### src/rtl/fifo_sched_pkg.sv
// Shared types and width helpers for the weighted round-robin FIFO drain scheduler.
package fifo_sched_pkg;

    typedef enum logic {
        IDLE  = 1'b0,
        SERVE = 1'b1
    } sched_state_t;

    // Index and counter fields never collapse to zero bits, even for degenerate sizes.
    function automatic int clog2_min1(input int n);
        return (n <= 2) ? 1 : $clog2(n);
    endfunction

endpackage

### src/rtl/rr_pick_m.sv
// Combinational round-robin picker: first requesting index after 'last', wrapping modulo N,
// optionally skipping one excluded index.
module rr_pick_m
    import fifo_sched_pkg::*;
#(
    parameter int N = 4
) (
    input  logic [N-1:0]                req,
    input  logic [clog2_min1(N)-1:0]    last,
    input  logic                        exclude_en,
    input  logic [clog2_min1(N)-1:0]    exclude_idx,
    output logic                        found,
    output logic [clog2_min1(N)-1:0]    idx
);

    localparam int W = clog2_min1(N);

    logic [W-1:0] cand;

    // base < N and k <= N, so a single conditional subtract keeps the wrap modulo N.
    function automatic logic [W-1:0] wrap_add(input logic [W-1:0] base, input int k);
        int s;
        s = int'(base) + k;
        if (s >= N) begin
            s = s - N;
        end
        return W'(s);
    endfunction

    always_comb begin
        found = 1'b0;
        idx   = '0;
        cand  = '0;
        for (int k = 1; k <= N; k++) begin
            cand = wrap_add(last, k);
            if (!found && req[cand] && !(exclude_en && (cand == exclude_idx))) begin
                found = 1'b1;
                idx   = cand;
            end
        end
    end

endmodule

### src/rtl/fifo_rr_sched_m.sv
// Weighted round-robin drain scheduler: pops at most one FWFT FIFO per cycle and merges the
// items into a registered valid/ready stream tagged with the source index.
module fifo_rr_sched_m
    import fifo_sched_pkg::*;
#(
    parameter type DATA_ITEM_TYPE = logic [31:0],
    parameter int  N_SRC          = 4,
    parameter int  QUANTUM        = 4
) (
    input  logic                            clk,
    input  logic                            rst,
    input  DATA_ITEM_TYPE                   src_head [N_SRC],
    input  logic [N_SRC-1:0]                src_empty,
    input  logic [N_SRC-1:0]                src_rst_busy,
    output logic [N_SRC-1:0]                src_pop,
    output DATA_ITEM_TYPE                   out_data,
    output logic [clog2_min1(N_SRC)-1:0]    out_src,
    output logic                            out_valid,
    input  logic                            out_ready
);

    localparam int SRC_W = clog2_min1(N_SRC);
    localparam int CNT_W = clog2_min1(QUANTUM);
    localparam logic [SRC_W-1:0] LAST_RST = SRC_W'(N_SRC - 1);
    localparam logic [CNT_W-1:0] CNT_LAST = CNT_W'(QUANTUM - 1);

    generate
        if (N_SRC < 2) begin : g_bad_nsrc
            $error("fifo_rr_sched_m: N_SRC must be >= 2");
        end
        if (QUANTUM < 1) begin : g_bad_quantum
            $error("fifo_rr_sched_m: QUANTUM must be >= 1");
        end
    endgenerate

    sched_state_t       state, state_n;
    logic [SRC_W-1:0]   grant, grant_n;
    logic [SRC_W-1:0]   last, last_n;
    logic [CNT_W-1:0]   cnt, cnt_n;
    logic [N_SRC-1:0]   elig;
    logic               take;
    logic               pop_now;
    logic               pick_found, next_found;
    logic [SRC_W-1:0]   pick_idx, next_idx;

    assign elig = ~src_empty & ~src_rst_busy;
    assign take = ~out_valid | out_ready;

    // Plain pick for IDLE and for a granted source that ran dry.
    rr_pick_m #(.N(N_SRC)) u_pick_any (
        .req         (elig),
        .last        (last),
        .exclude_en  (1'b0),
        .exclude_idx (grant),
        .found       (pick_found),
        .idx         (pick_idx)
    );

    // Quantum hand-over: someone other than the current grant, if anyone is waiting.
    rr_pick_m #(.N(N_SRC)) u_pick_next (
        .req         (elig),
        .last        (last),
        .exclude_en  (1'b1),
        .exclude_idx (grant),
        .found       (next_found),
        .idx         (next_idx)
    );

    always_ff @(posedge clk or posedge rst) begin
        if (rst) begin
            state <= IDLE;
            grant <= '0;
            last  <= LAST_RST;
            cnt   <= '0;
        end else begin
            state <= state_n;
            grant <= grant_n;
            last  <= last_n;
            cnt   <= cnt_n;
        end
    end

    always_comb begin
        state_n = state;
        grant_n = grant;
        last_n  = last;
        cnt_n   = cnt;
        case (state)
            IDLE: begin
                if (pick_found) begin
                    state_n = SERVE;
                    grant_n = pick_idx;
                    last_n  = pick_idx;
                    cnt_n   = '0;
                end
            end
            SERVE: begin
                if (take) begin
                    if (pop_now) begin
                        if (cnt == CNT_LAST) begin
                            cnt_n = '0;
                            if (next_found) begin
                                grant_n = next_idx;
                                last_n  = next_idx;
                            end
                        end else begin
                            cnt_n = cnt + 1'b1;
                        end
                    end else if (pick_found) begin
                        grant_n = pick_idx;
                        last_n  = pick_idx;
                        cnt_n   = '0;
                    end else begin
                        state_n = IDLE;
                        cnt_n   = '0;
                    end
                end
            end
            default: begin
                state_n = IDLE;
            end
        endcase
    end

    // Pop strobe depends only on registered state plus the live FIFO flags and out_ready.
    always_comb begin
        pop_now = 1'b0;
        src_pop = '0;
        if ((state == SERVE) && elig[grant] && take) begin
            pop_now        = 1'b1;
            src_pop[grant] = 1'b1;
        end
    end

    // Output register stage: a pop refills it in the same cycle the consumer drains it.
    always_ff @(posedge clk or posedge rst) begin
        if (rst) begin
            out_valid <= 1'b0;
            out_data  <= '0;
            out_src   <= '0;
        end else if (pop_now) begin
            out_valid <= 1'b1;
            out_data  <= src_head[grant];
            out_src   <= grant;
        end else if (out_valid && out_ready) begin
            out_valid <= 1'b0;
        end
    end

    a_pop_onehot0: assert property (@(posedge clk) disable iff (rst)
        $onehot0(src_pop));

    a_pop_nonempty: assert property (@(posedge clk) disable iff (rst)
        ((src_pop & src_empty) == '0));

    a_out_stable: assert property (@(posedge clk) disable iff (rst)
        (out_valid && !out_ready) |=> ($stable(out_data) && $stable(out_src)));

endmodule

### config.mk
export PLATFORM = sky130hd
export DESIGN_NAME = fifo_rr_sched_m
export DESIGN_NICKNAME = d
export VERILOG_FILES = /design/src/rtl/fifo_sched_pkg.sv /design/src/rtl/rr_pick_m.sv /design/src/rtl/fifo_rr_sched_m.sv
export SDC_FILE = /design/constraint.sdc
export NUM_CORES = 1
export LEC_CHECK = 0
export CAP_MARGIN = 20
export CORE_MARGIN = 2
export CORE_UTILIZATION = 42
export DETAILED_ROUTE_END_ITERATION = 7
export PLACE_DENSITY = 0.86
export RECOVER_POWER = 100
export SLEW_MARGIN = 5
export SYNTH_ARGS = -nofsm -noshare
export SYNTH_HDL_FRONTEND = slang
export SYNTH_SLANG_ARGS = --single-unit
### constraint.sdc
create_clock -name clk -period 5.95 [get_ports clk]
set_input_delay 1.4875 -clock clk [delete_from_list [all_inputs] [get_ports clk]]
set_output_delay 1.4875 -clock clk [all_outputs]
set_load 0.03 [all_outputs]
==> results of run 1 <==
==> kinds of logic (layout without fill, tap and decap cells) <==
kind of cell / Yosys count / in the layout / synth area share, %
buf+inv: 31 / 197 / 5.288
simple gates: 173 / 173 / 25.26
fa+ha+maj: 1 / 1 / 0.3916
xor+xnor: 3 / 3 / 0.8227
mux: 36 / 36 / 24.60
flops: 42 / 42 / 32.98
compound gates: 48 / 48 / 10.65
==> flip-flops by register name, summed over array words and instances, names as in the netlist <==
| register | flops |
|---|---|
| cnt | 2 |
| out_src | 2 |
| out_valid | 1 |
| last | 2 |
| grant | 2 |
| out_data | 32 |
| state | 1 |
==> power by group <==
group          total [uW]  internal, uW  switching (uW)  leakage (uW)
Sequential            546           426             119      0.000518
Clock                 221           126            94.9     0.0000524
Combinational        1490           649             842       0.00154
==> routing by layer <==
layer	wire length, microns	part of all wire [%]
met5	0	0
met4	367	3.3
met3	804	7.2
met2	5989	54
met1	3986	36
==> final timing paths <==
check	start	endpoint	slack, ns	cells past startpoint
worst max-delay path	src_empty[3]	src_pop[1]	0.50	7
max in group asynchronous	rst	grant[0]	2.06	3
worst min-delay path	out_data[31]	out_data[31]	0.48	2
min in group asynchronous	rst	out_data[10]	2.45	3
worst min register to register	out_data[31]	out_data[31]	0.48	2
worst max register to register	grant[0]	grant[1]	3.11	6
==> area by class of cell <==
class	instances	area (sq um)	share of cell area, %
Clock buffer	7	76.32	1.509
Clock inverter	1	30.03	0.5936
Inverter	6	22.52	0.4452
Multi-Input combinational cell	261	1969	38.93
Sequential cell	42	1056	20.88
Tap cell	99	123.9	2.449
Timing Repair Buffer	183	1780	35.20
==> through the flow <==
stage / hold WS [ns] / power [uW] / instances / setup WS [ns] / area [sq um]
final: 0.4759 / 2257 / 599 / 0.4950 / 5059
after global routing: 0.5081 / 2404 / 599 / 0.3797 / 5059
after CTS: 0.4837 / 2312 / 599 / 0.8397 / 5087
after detailed placement: 0.4627 / 2086 / 591 / 0.8437 / 4981
after global placement: 0.4567 / 2043 / 591 / 0.9464 / 4981
after floorplan: 0.4614 / 1585 / 334 / 1.332 / 3194
==> worst min-delay path, stage by stage, from the launching register on <==
cell and delay [ns]:
dfrtp_1 0.34, nand2_1 0.05, nand2_1 0.06
==> layout by cell type, fill, tap and decap left out, types with 2 or more instances in the layout <==
cell and instances:
mux4_2 34, nand2_1 115, mux2i_1 2, o221ai_1 2, o21ai_0 12, nor2_2 3, dfstp_2 2, o211ai_1 4
nor4b_1 3, nor3_1 9, nand4_1 3, and3_1 5, o31ai_1 2, buf_4 3, dfrtp_1 38, clkbuf_8 5
or2_2 5, a31oi_1 2, dfrtp_2 2, nor2b_1 2, a21oi_1 12, nor4_1 6, xnor2_1 2, clkdlybuf4s50_1 136
o22a_1 2, nand3_1 3, dlygate4sd3_1 37, or2b_2 2, inv_1 5, clkbuf_1 9, nor2_1 9
==> impl_results.md, run 1 <==
* Depth of the CTS H-tree at 2
* Net count reported at finish at 639
* Unrepaired setup endpoints after global routing: false
* Antenna Violating Nets Remaining at 0
* Vias at 3398
* Mean area per synthesized cell at 9.564 sq um
* Achievable frequency at 183.3 MHz
* Leakage Power at 0.002109 uW
* Clock Tree Root: clkbuf_8
* Max-capacitance violation count at 2
* Met1 Track Usage GR at 28.93%
* Synth Instances at 334
* Final Hold Viols at 0
* Antenna diode instance count at 0
* Die Height at 91.21 microns
* Core Box Area at 7292 sq um
* WL final at 11150 microns
* Sum of buffers and inverters on the critical path at 2
* Area delta synth->final at 58.36%
* Minimum period implied by the final worst setup slack at 5.455 ns
* TritonCTS sink count at 42
* Top cell family by delay on the critical path: simple AND/OR/NAND/NOR gates
* Synth warnings at 0
* Input/output buffers at 177
* Count of boundary I/O pins at 178
* Count of unresolved DRC violations after routing at 0
* Share of flip-flops with an asynchronous set or reset at 100.0%
* Post-CTS resize count at 0
* Library cell occupying the most area in the post-synthesis netlist: dfrtp_1
* Total congestion overflow after global routing at 0
* Gr busiest metal: met2
* Cell with the largest stage delay on the worst path: dlygate4sd3_1
* Seq/Total Area, Yosys at 32.98%
* CTS clk-pin slew, worst paths at 0.07 ns
* Number of buffers on the longest clock path at 2
* Chain of cells forming the critical path: dlygate4sd3_1 -> nor2_1 -> mux4_2 -> and3_1 -> nand2_1 -> nor2_1 -> clkbuf_1
* Synth area leaders: dfrtp_1 (31%), mux4_2 (24%), nand2_1 (14%)
* Proportion of layout cells with a drive suffix above 1 at 12.80%
* Clock latency on the worst-skew pair at 0.29 ns
* Worst slew margin at -48.82%
* Number of pins exceeding their max-slew limit in the final report at 80
* Detailed-placement wirelength estimate at 8745 microns
* Number of synthesized flops with an enable pin at 0
* Power density of the placed cells at 446.2 nW/um^2
* Final core occ at 69.37%
* Primary flip-flop cell chosen by synthesis mapping: dfrtp_1
* CTS hold repair buffers at 0
* Grt met2 use at 49.01%
* Outcome: complete, but fails checks
* Number of setup violations in the final report at 0
* Most repeated cell in the gate-level netlist after synthesis: nand2_1
* Horizontal die dimension at 91.21 microns
* # fillers at 575
* Share of the cycle needed by the critical path after routing at 91.68%
* Cell occurring most often along the worst timing path: nor2_1
* Worst Skew at 0.006553 ns
* Largest net degree at the start of global routing at 44
* Number of buffers added for setup after CTS at 0
* Worst IR drop on VDD at 0.0002138 V
* Post-synth top area share at 31.34%
* # rows at 31
* Violations in the final reports: max-capacitance violations, max-slew violations
* Register bit total from synthesis at 42
* Syn nets at 474
* Worst path max stage delay at 0.61 ns
* Global-route wire length before repair at 17400 microns
* GRT met3 Usage at 6.971%
* Data required time of the worst path at 4.46 ns
* Via count of the first global-routing pass at 3481
* Final RePlAce weighted congestion at 0.9036
* Number of search-and-repair iterations in the first detailed-routing pass at 5
* Worst Path Arrival at 3.97 ns
* Transition at the pin with the smallest max-transition slack at 2.232 ns
* Die area at 8319 sq um
* Post-DR wirelength/cell at 18.61 microns
* Startpoint Class: input port
* Number of library cell types mapped by synthesis at 51
* Detailed Route Iter0 Violations at 280
* Critical path type: input port to output port
* Clock tree from TritonCTS: done
* Initial antenna violation count at 0
* Class of the most critical hold timing path: register to register
* Setup crit end kind: output port
* Commonest cells in the netlist: nand2_1 (115), dfrtp_1 (40), mux4_2 (34)
* Post-DR vias/cell at 5.673
* Initial Utilization at 43.81%
* Post-Route Setup TNS at 0 ns
* Cell Area, Synth at 3194 sq um
* Worst-path fanout max at 10
* Overall fraction of global-route tracks in use at 26.41%
* Number of buffers created by CTS at 5
(Power assumes the default switching activity.)
==> run 2, diff against run 1 <==
Settings changed: CORE_UTILIZATION 42 to 43, PLACE_DENSITY 0.86 to 0.88, SYNTH_HIERARCHICAL from default to 1.
==> impl_results.md, run 2 <==
* Startpoint of the lowest-slack hold path: out_data[7]
* Class of the most critical hold timing path: register to register
* Achievable frequency at 180.9 MHz (-1.3%)
* Number of search-and-repair iterations in the first detailed-routing pass at 4 (-1)
* Minimum period implied by the final worst setup slack at 5.529 ns (+0.07421 ns)
* Initial Utilization at 44.53% (+0.72 points)
* Antenna Violating Nets Remaining at 0 (unchanged)
* Startpoint Class: input port
* Clock latency on the worst-skew pair at 0.28 ns (about the same)
* Final RePlAce weighted congestion at 0.8823 (-2.4%)
* Seq/Total Area, Yosys at 32.45% (-0.53 points)
* Register bit total from synthesis at 42 (unchanged)
* Number of library cell types mapped by synthesis at 52 (+2.0%)
* End of the worst register-to-register path: grant[0]
* Detailed-placement wirelength estimate at 7595 microns (-13%)
* Number of flip-flops in the largest register at 32 (unchanged)
* Worst Path Arrival at 4.04 ns (+0.07 ns)
* Top library cells by usage in the layout, fill and taps aside: clkdlybuf4s50_1 (135), dlygate4sd3_1 (40), dfrtp_1 (38), mux4_2 (34), mux2_2 (27)
* CTS clk-pin slew, worst paths at 0.07 ns (about the same)
* Leakage Power at 0.001996 uW (-5.4%)
* Top cell family by delay on the critical path: buffers and inverters
* WL final at 9655 microns (-13%)
* Register-to-register path setup slack at 2.50 ns (-0.61 ns)
* Worst r2r path cells at 9 (+3)
* Placed standard-cell area at 5084 sq um (+2.1%)
* Register bank with the most flops: out_data
* Violations in the final reports: max-capacitance violations, max-slew violations
* Cell occurring most often along the worst timing path: nor2_1
* Overall fraction of global-route tracks in use at 24.19% (-2.2 points)
* Die area at 8262 sq um (-0.69%)
* Max-capacitance violation count at 1 (-1)
* Mean area per synthesized cell at 12.99 sq um (+36%)
* Die Height at 90.90 microns (-0.35%)
* Power density of the placed cells at 447.0 nW/um^2 (+0.17%)
* Post-DR vias/cell at 5.558 (-2.0%)
* Outcome: complete, but fails checks
* Cell with the largest stage delay on the worst path: dlygate4sd3_1
* Number of buffers on the longest clock path at 2 (unchanged)
* Cell Area, Synth at 3247 sq um (+1.6%)
* Final design instance area without fill at 5152 sq um (+1.9%)
* Worst Skew at 0.006613 ns (+0.00005970 ns)
* Area delta synth->final at 58.69%
* Horizontal die dimension at 90.90 microns (-0.35%)
* Detailed Route Iter0 Violations at 148 (-47%)
* Synth area leaders: dfrtp_1 (31%), mux4_2 (24%), mux2_2 (9.4%)
* Worst-path fanout max at 40 (+30)
* Multi-input gate area at 2072 sq um (+5.2%)
* CTS hold repair buffers at 0 (unchanged)
* Worst slew margin at -46.13% (+2.7 points)
* Primary flip-flop cell chosen by synthesis mapping: dfrtp_1
* Number of setup violations in the final report at 0 (unchanged)
* Data required time of the worst path at 4.46 ns (about the same)
* # rows at 31 (unchanged)
* Core Box Area at 7292 sq um (unchanged)
* Library cell occupying the most area in the post-synthesis netlist: dfrtp_1
* Vias at 2946 (-13%)
* Sum of buffers and inverters on the critical path at 3 (+1)
* Most repeated cell in the gate-level netlist after synthesis: dfrtp_1
* Unrepaired setup endpoints after global routing: false
* TritonCTS sink count at 42 (unchanged)
* Chain of cells forming the critical path: dlygate4sd3_1 -> nor2_1 -> o31ai_1 -> nor4_4 -> buf_4 -> nand2_1 -> nor2_1 -> clkbuf_2
* Global-route wire length before repair at 15860 microns (-8.8%)
* Proportion of layout cells with a drive suffix above 1 at 22.51% (+9.7 points)
* End point of the most critical hold path: out_data[7]
* Count of boundary I/O pins at 178 (unchanged)
* Clock tree from TritonCTS: done
* Post-CTS resize count at 0 (unchanged)
* Number of buffers created by CTS at 5 (unchanged)
* Worst path max stage delay at 0.53 ns (-0.08 ns)
* Final Hold Viols at 0 (unchanged)
* Number of pins exceeding their max-slew limit in the final report at 43 (-46%)
* Clock Tree Root: clkbuf_8
* Number of synthesized flops with an enable pin at 0 (unchanged)
* Antenna diode instance count at 0 (unchanged)
* Setup crit end kind: output port
* Depth of the CTS H-tree at 2 (unchanged)
* Post-DR wirelength/cell at 18.22 microns (-2.1%)
* Reg-to-Reg Start: grant[1]
* Fin Hold WS at 0.4821 ns (+0.006279 ns)
* Transition at the pin with the smallest max-transition slack at 2.192 ns (-0.04029 ns)
* Share of flip-flops with an asynchronous set or reset at 100.0% (unchanged)
* Total congestion overflow after global routing at 0 (unchanged)
* Synth warnings at 6 (+6)
* Reg area at 1056 sq um (unchanged)
* # fillers at 549 (-4.5%)
* Via count of the first global-routing pass at 3159 (-9.3%)
* Critical path type: input port to output port
* Initial antenna violation count at 0 (unchanged)
* Net count reported at finish at 570 (-11%)
* Post-Route Setup TNS at 0 ns (unchanged)
* Worst IR drop on VDD at 0.0002532 V (+18%)
* Most common library cell in the layout ignoring fill and taps: clkdlybuf4s50_1
* Commonest cells in the netlist: dfrtp_1 (40), mux4_2 (34), mux2_2 (27)
* Count of unresolved DRC violations after routing at 0 (unchanged)
* Input/output buffers at 177 (unchanged)
* Share of the cycle needed by the critical path after routing at 92.93% (+1.2 points)
* Cells on Worst Hold Path at 1 (-1)
* Post-synth top area share at 30.83% (-0.51 points)
* Largest net degree at the start of global routing at 48 (+9.1%)
* Number of buffers added for setup after CTS at 0 (unchanged)
* Synth Instances at 250 (-25%)
==> run 2: cell types whose count changed after synthesis, moves of 5 or more <==
| cell | before | now |
|---|---|---|
| nor4_1 | 6 | 0 |
| o21ai_0 | 12 | 4 |
| a21oi_1 | 12 | 6 |
| mux2_1 | 0 | 8 |
| mux2_2 | 0 | 27 |
| clkbuf_1 | 10 | 3 |
| nand3_1 | 3 | 8 |
| nand2_1 | 115 | 10 |
| nor3_1 | 9 | 4 |
==> run 2: worst register-to-register path, cell delays in order, from the launching register on <==
cell,delay [ns]
dfrtp_2,1.07
xnor2_1,0.27
mux2_4,0.35
nand2_1,0.14
o211a_1,0.17
nand3_1,0.07
a21o_1,0.18
o41ai_1,0.67
o21bai_1,0.28
o2bb2ai_1,0.16
==> run 2: layout make-up <==
cell class                 count  share of cell area, %
clock buffer                   7                  1.676
clock inverter                 1                0.09713
inverter                       5                 0.3643
multi-input combinational    195                  40.21
sequential                    42                  20.50
tap                           99                  2.404
timing repair buffer         181                  34.75
==> run 2: worst max path at each step <==
stage | to | depth (start not counted) | from | slack (ns)
2_1_floorplan | src_pop[0] | 5 | src_rst_busy[3] | 0.92
3_3_place_gp | src_pop[1] | 8 | src_empty[0] | 0.63
3_5_place_dp | src_pop[1] | 8 | src_empty[0] | 0.53
4_1_cts | src_pop[3] | 8 | src_empty[0] | 0.52
5_1_grt | src_pop[3] | 8 | src_rst_busy[0] | 0.17
6_report | src_pop[3] | 8 | src_rst_busy[0] | 0.42
==> run 2: power breakdown <==
part           internal [uW]  leakage, uW  switching, uW  total [uW]
combinational            777      0.00146            736        1510
sequential               441     0.000493            164         605
clock                   93.6    0.0000482           90.7         184
total                   1310      0.00200            992        2300
==> run 2: cell families (layout without fill, tap and decap cells) <==
logic type,after synthesis,count (layout),synth area share [%]
AOI/OAI and AO/OA,41,41,10.56
xor gates and xnor gates,2,2,0.5396
adders and majority gates,1,1,0.3853
buffers and inverters,21,194,4.162
DFF,42,42,32.45
muxes,75,75,38.88
other,2,10,0.2313
and+or+nand+nor,66,66,12.79
==> run 2: through the flow <==
stage	utilization, %	cells	worst slack [ns]	total power [uW]
final	70.66	530	0.4208	2303
after global routing	70.66	530	0.1706	2451
after detailed placement	69.72	522	0.5315	2193
after floorplan	-	258	0.9170	1706
after CTS	70.97	530	0.5243	2386
after global placement	69.72	522	0.6279	2145
==> run 2: routing by layer <==
layer	global-route usage (%)	up-vias	share of wire, %
met5	0	-	0
met4	7.828	0	3.1
met3	6.761	22	7.4
met2	43.35	131	53
met1	27.91	1450	37
li1	-	1343	-
==> run 3, diff against run 2 <==
Settings changed: CORE_UTILIZATION 43 to 42, PLACE_DENSITY 0.88 to 0.86.
==> impl_results.md, run 3 (synthesis results as in run 2) <==
* GRT met3 Usage at 5.752% (-1.0 points)
* Setup WS pre-CTS at 0.5825 ns (+0.05096 ns)
* Count of boundary I/O pins at 178 (unchanged)
* Grt met2 use at 38.24% (-5.1 points)
* Total power at 2338 uW (+1.5%)
* Sum of buffers and inverters on the critical path at 2 (-1)
* Vias at 2876 (-2.4%)
* Startpoint Class: input port
* Top library cells by usage in the layout, fill and taps aside: clkdlybuf4s50_1 (135), dlygate4sd3_1 (39), dfrtp_1 (38), mux4_2 (34), mux2_2 (27)
* Power density of the placed cells at 452.1 nW/um^2 (+1.2%)
* CTS clk-pin slew, worst paths at 0.08 ns (about the same)
* Number of pins exceeding their max-slew limit in the final report at 43 (unchanged)
* Number of buffers created by CTS at 5 (unchanged)
* Worst Path Arrival at 3.97 ns (-0.07 ns)
* Worst-path fanout max at 9 (-78%)
* Clock latency on the worst-skew pair at 0.29 ns (about the same)
* Minimum period implied by the final worst setup slack at 5.454 ns (-0.07540 ns)
* Overall fraction of global-route tracks in use at 22.12% (-2.1 points)
* Setup crit end kind: output port
* Critical path type: input port to output port
* Gr busiest metal: met2
* Clock Tree Root: clkbuf_8
* Horizontal die dimension at 91.93 microns (+1.1%)
* Number of buffers on the longest clock path at 2 (unchanged)
* Clock tree from TritonCTS: done
* Post-DR wirelength/cell at 17.45 microns (-4.2%)
* Non-filler cells, final at 532 (+0.38%)
* Global-route wire length before repair at 14770 microns (-6.9%)
* Initial Utilization at 42.68% (-1.8 points)
* Number of search-and-repair iterations in the first detailed-routing pass at 4 (unchanged)
* Final RePlAce weighted congestion at 0.9156 (+3.8%)
* Number of buffers added for setup after CTS at 0 (unchanged)
* Total congestion overflow after global routing at 0 (unchanged)
* Cell with the largest stage delay on the worst path: dlygate4sd3_1
* Die Height at 91.93 microns (+1.1%)
* Count of unresolved DRC violations after routing at 0 (unchanged)
* Worst slew margin at -6.140% (+40 points)
* Detailed-placement wirelength estimate at 7134 microns (-6.1%)
* Core Box Area at 7607 sq um (+4.3%)
* Worst IR drop on VDD at 0.0002504 V (-1.1%)
* Post-Route Setup TNS at 0 ns (unchanged)
* # rows at 32 (+3.2%)
* Antenna diode instance count at 0 (unchanged)
* Worst path max stage delay at 0.79 ns (+0.26 ns)
* Net count reported at finish at 569 (-0.18%)
* Number of setup violations in the final report at 0 (unchanged)
* Number of flip-flops in the largest register at 32 (unchanged)
* TritonCTS sink count at 42 (unchanged)
* Cell occurring most often along the worst timing path: dlygate4sd3_1
* Smallest setup slack after layout at 0.4962 ns (+0.07540 ns)
* Final Hold Viols at 0 (unchanged)
* Area delta synth->final at 59.27%
* Placed cell count at 524 (+0.38%)
* Via count of the first global-routing pass at 3007 (-4.8%)
* Die area at 8450 sq um (+2.3%)
* Proportion of layout cells with a drive suffix above 1 at 22.79% (+0.28 points)
* Chain of cells forming the critical path: dlygate4sd3_1 -> nor2_1 -> o31ai_1 -> nor4_4 -> nor3b_1 -> dlygate4sd3_1
* # fillers at 562 (+2.4%)
* Register bank with the most flops: out_data
* Depth of the CTS H-tree at 2 (unchanged)
* Worst Skew at 0.005826 ns (-0.0007875 ns)
* Violations in the final reports: max-capacitance violations, max-slew violations
* Input/output buffers at 177 (unchanged)
* Achievable frequency at 183.4 MHz (+1.4%)
* Class of the most critical hold timing path: register to register
* Data required time of the worst path at 4.46 ns (about the same)
* Fin Hold WS at 0.4827 ns (+0.0005190 ns)
* Top cell family by delay on the critical path: buffers and inverters
* CTS hold repair buffers at 0 (unchanged)
* Max-capacitance violation count at 1 (unchanged)
* Met1 Track Usage GR at 27.22% (-0.69 points)
* Detailed Route Iter0 Violations at 110 (-26%)
* Most common library cell in the layout ignoring fill and taps: clkdlybuf4s50_1
* Unrepaired setup endpoints after global routing: false
* Largest net degree at the start of global routing at 50 (+4.2%)
* Post-DR vias/cell at 5.406 (-2.7%)
* Initial antenna violation count at 0 (unchanged)
* WL final at 9283 microns (-3.9%)
* Post-CTS resize count at 0 (unchanged)
* Outcome: complete, but fails checks
* Leakage Power at 0.002002 uW (+0.28%)
* Transition at the pin with the smallest max-transition slack at 1.590 ns (-0.6016 ns)
* Share of the cycle needed by the critical path after routing at 91.66% (-1.3 points)
* Antenna Violating Nets Remaining at 0 (unchanged)
run 3: layout make-up:
cell class | count | area (sq um) | share of cell area [%]
clock buffer | 6 | 72.57 | 1.403
clock inverter | 2 | 37.54 | 0.7259
inverter | 5 | 18.77 | 0.3629
multi-input combinational | 195 | 2072 | 40.07
sequential | 42 | 1056 | 20.42
tap | 102 | 127.6 | 2.468
timing repair buffer | 180 | 1787 | 34.55
run 3: path summary, 6_finish.rpt:
kind | start | to | slack, ns | depth (start not counted)
worst max-delay path | src_empty[0] | src_pop[2] | 0.50 | 6
worst min-delay path | out_data[7] | out_data[7] | 0.48 | 1
worst max register to register | grant[1] | last[1] | 2.48 | 9
worst min register to register | out_data[7] | out_data[7] | 0.48 | 1
max in group asynchronous | rst | grant[0] | 2.80 | 2
min in group asynchronous | rst | out_data[17] | 2.12 | 2
run 3: power by group:
| part | leakage, uW | switching, uW | internal [uW] |
|---|---|---|---|
| clock network | 0.0000514 | 100 | 125 |
| logic | 0.00146 | 733 | 777 |
| registers | 0.000493 | 162 | 441 |
| total | 0.00200 | 995 | 1340 |
run 3: worst register-to-register path: stages, from the launching register on:
cell,delay (ns)
dfrtp_2,1.06
xnor2_1,0.26
mux2_4,0.34
nand2_1,0.13
o211a_1,0.16
nand3_1,0.09
a21o_1,0.19
o41ai_1,0.70
o21bai_1,0.29
o2bb2ai_1,0.17
run 3: metal layers:
metal  part of all wire, %  vias up
met5                     0        -
met4                   2.7        0
met3                   6.9       18
met2                    51      113
met1                    39     1408
li1                      -     1337
run 3: metrics by stage:
stage          util (%)  area [sq um]
3_5_place_dp      66.74          5077
4_1_cts           68.19          5187
2_1_floorplan         -          3277
3_3_place_gp      66.74          5077
6_report          67.98          5171
5_1_grt           67.98          5171
==> edit, RTL diff (settings of run 1) <==
`QUANTUM`: 4 -> 3.
--- a/src/rtl/fifo_rr_sched_m.sv
+++ b/src/rtl/fifo_rr_sched_m.sv
@@ -7,3 +7,3 @@
     parameter int  N_SRC          = 4,
-    parameter int  QUANTUM        = 4
+    parameter int  QUANTUM        = 3
 ) (
Behaviour: not the same (a bounded check fails within 10 cycles, from zero or initial values and one cycle with rst high).
==> edit against run 1 <==
The flow still finishes with violations (max-capacitance violations, max-slew violations). Total power decreased by 1.8%. Maximum frequency is 0.32% lower. Clock power up 3%. Cell area decreased by 2.1%. Via count is 9.1% lower. Setup slack got worse by 18 ps. Area after synthesis is 4.0% lower. Routed wire length decreased by 16%. Sequential cell count unchanged. Critical path type unchanged. Highest routed layer unchanged.
==> edit: results (changes against run 1) <==
Synth cell types=58 (+14%); Final nets=612 (-4.2%); Data arrival, critical path=3990 ps (+20 ps); Final GP Congestion=0.893 (-1.2%); fraction of layout cells with a size suffix above 1=0.137 (+0.00913); VDD IR max=0.188 mV (-12%); post-synthesis net count=445 (-6.1%); initial drt markers=104 (-63%); Final Max Slew Viols=82 (+2.5%); WHS=470 ps (-5.85 ps); Max stage delay on crit path=560 ps (-50 ps); global-route wire length before repair=14000 µm (-19%); Lkg Pwr=0.00210 µW (-0.39%); flop-to-flop setup slack=2950 ps (-160 ps); Avg WL per Cell=16.3 µm (-12%); hold endpoint=out_data[5]$_DFFE_PP0P_; syn_area_per_cell=10.0 µm² (+4.7%); min-delay src=out_data[5]$_DFFE_PP0P_; crit-path max FO=9 (-1); status=finished, violations left; Fill cells=544 (-5.4%); dpl hpwl=7310 µm (-16%); vias in the first global route=2968 (-15%); Slew @ Worst Pin=1760 ps (-477 ps); largest net degree at the start of global routing=47 (+6.8%); Pre-Repair DR Iteration Count=4 (-1); sequential cell area fraction in the yosys report=0.344 (+0.0139); failing checks=max-capacitance violations, max-slew violations; Max Cap Violations=2 (unchanged); Area contributors post-synth=dfrtp_1 (33%), mux4_2 (25%), nand2_1 (13%); Setup Skew=6.80 ps (+0.249 ps); vias per inst=5.39 (-4.9%)
-- edit: cell types whose count changed after synthesis, sizes merged, moves of 5 or more --
cell    change
clkbuf      +5
nand2       -9
nor4        -6
o21ai       -7
buf         -8
-- edit: cells by family after synthesis --
| family | share of synthesized area |
|---|---|
| compound gates | 0.122 |
| buf+inv | 0.0490 |
| fa+ha+maj | 0.00327 |
| simple gates | 0.210 |
| xor+xnor | 0.00857 |
| mux | 0.264 |
| flops | 0.344 |
-- edit: worst max path at each step --
stage	slack, ps	startpoint	to
detailed placement	760	src_empty[2]	src_pop[0]
finish	480	src_empty[2]	src_pop[1]
floorplan	1150	src_empty[2]	src_pop[0]
global route	290	src_empty[2]	src_pop[1]
CTS	760	src_empty[2]	src_pop[0]
global placement	830	src_empty[2]	src_pop[1]
-- edit: power by group --
part           internal (µW)  total, µW  leakage [µW]  switching, µW
Combinational            649       1460       0.00152            809
Sequential               426        533      0.000518            107
Clock                    126        227     0.0000585            101
-- edit: area by class of cell --
class	count	area, µm²	area share
well taps	99	124	0.0250
flip-flops and latches	42	1060	0.213
multi-input cells	239	1860	0.376
repair buffers	182	1790	0.361
clock inverters	3	43.8	0.00884
clock buffers	5	68.8	0.0139
inverters	3	11.3	0.00227
-- edit: metal layers --
| metal | global-route usage | part of all wire | wire, µm | vias to the layer above |
|---|---|---|---|---|
| met5 | 0 | 0 | 0 | - |
| met1 | 0.276 | 0.38 | 3520 | 1488 |
| met2 | 0.411 | 0.53 | 4990 | 142 |
| li1 | - | - | - | 1454 |
| met4 | 0.0502 | 0.0092 | 86 | 0 |
| met3 | 0.0563 | 0.080 | 748 | 6 |
-- edit: tightest hold or removal path, delay by kind of cell, from the launching register on --
family | cells | cell delay, ps
flops | 1 | 340
simple gates | 2 | 100
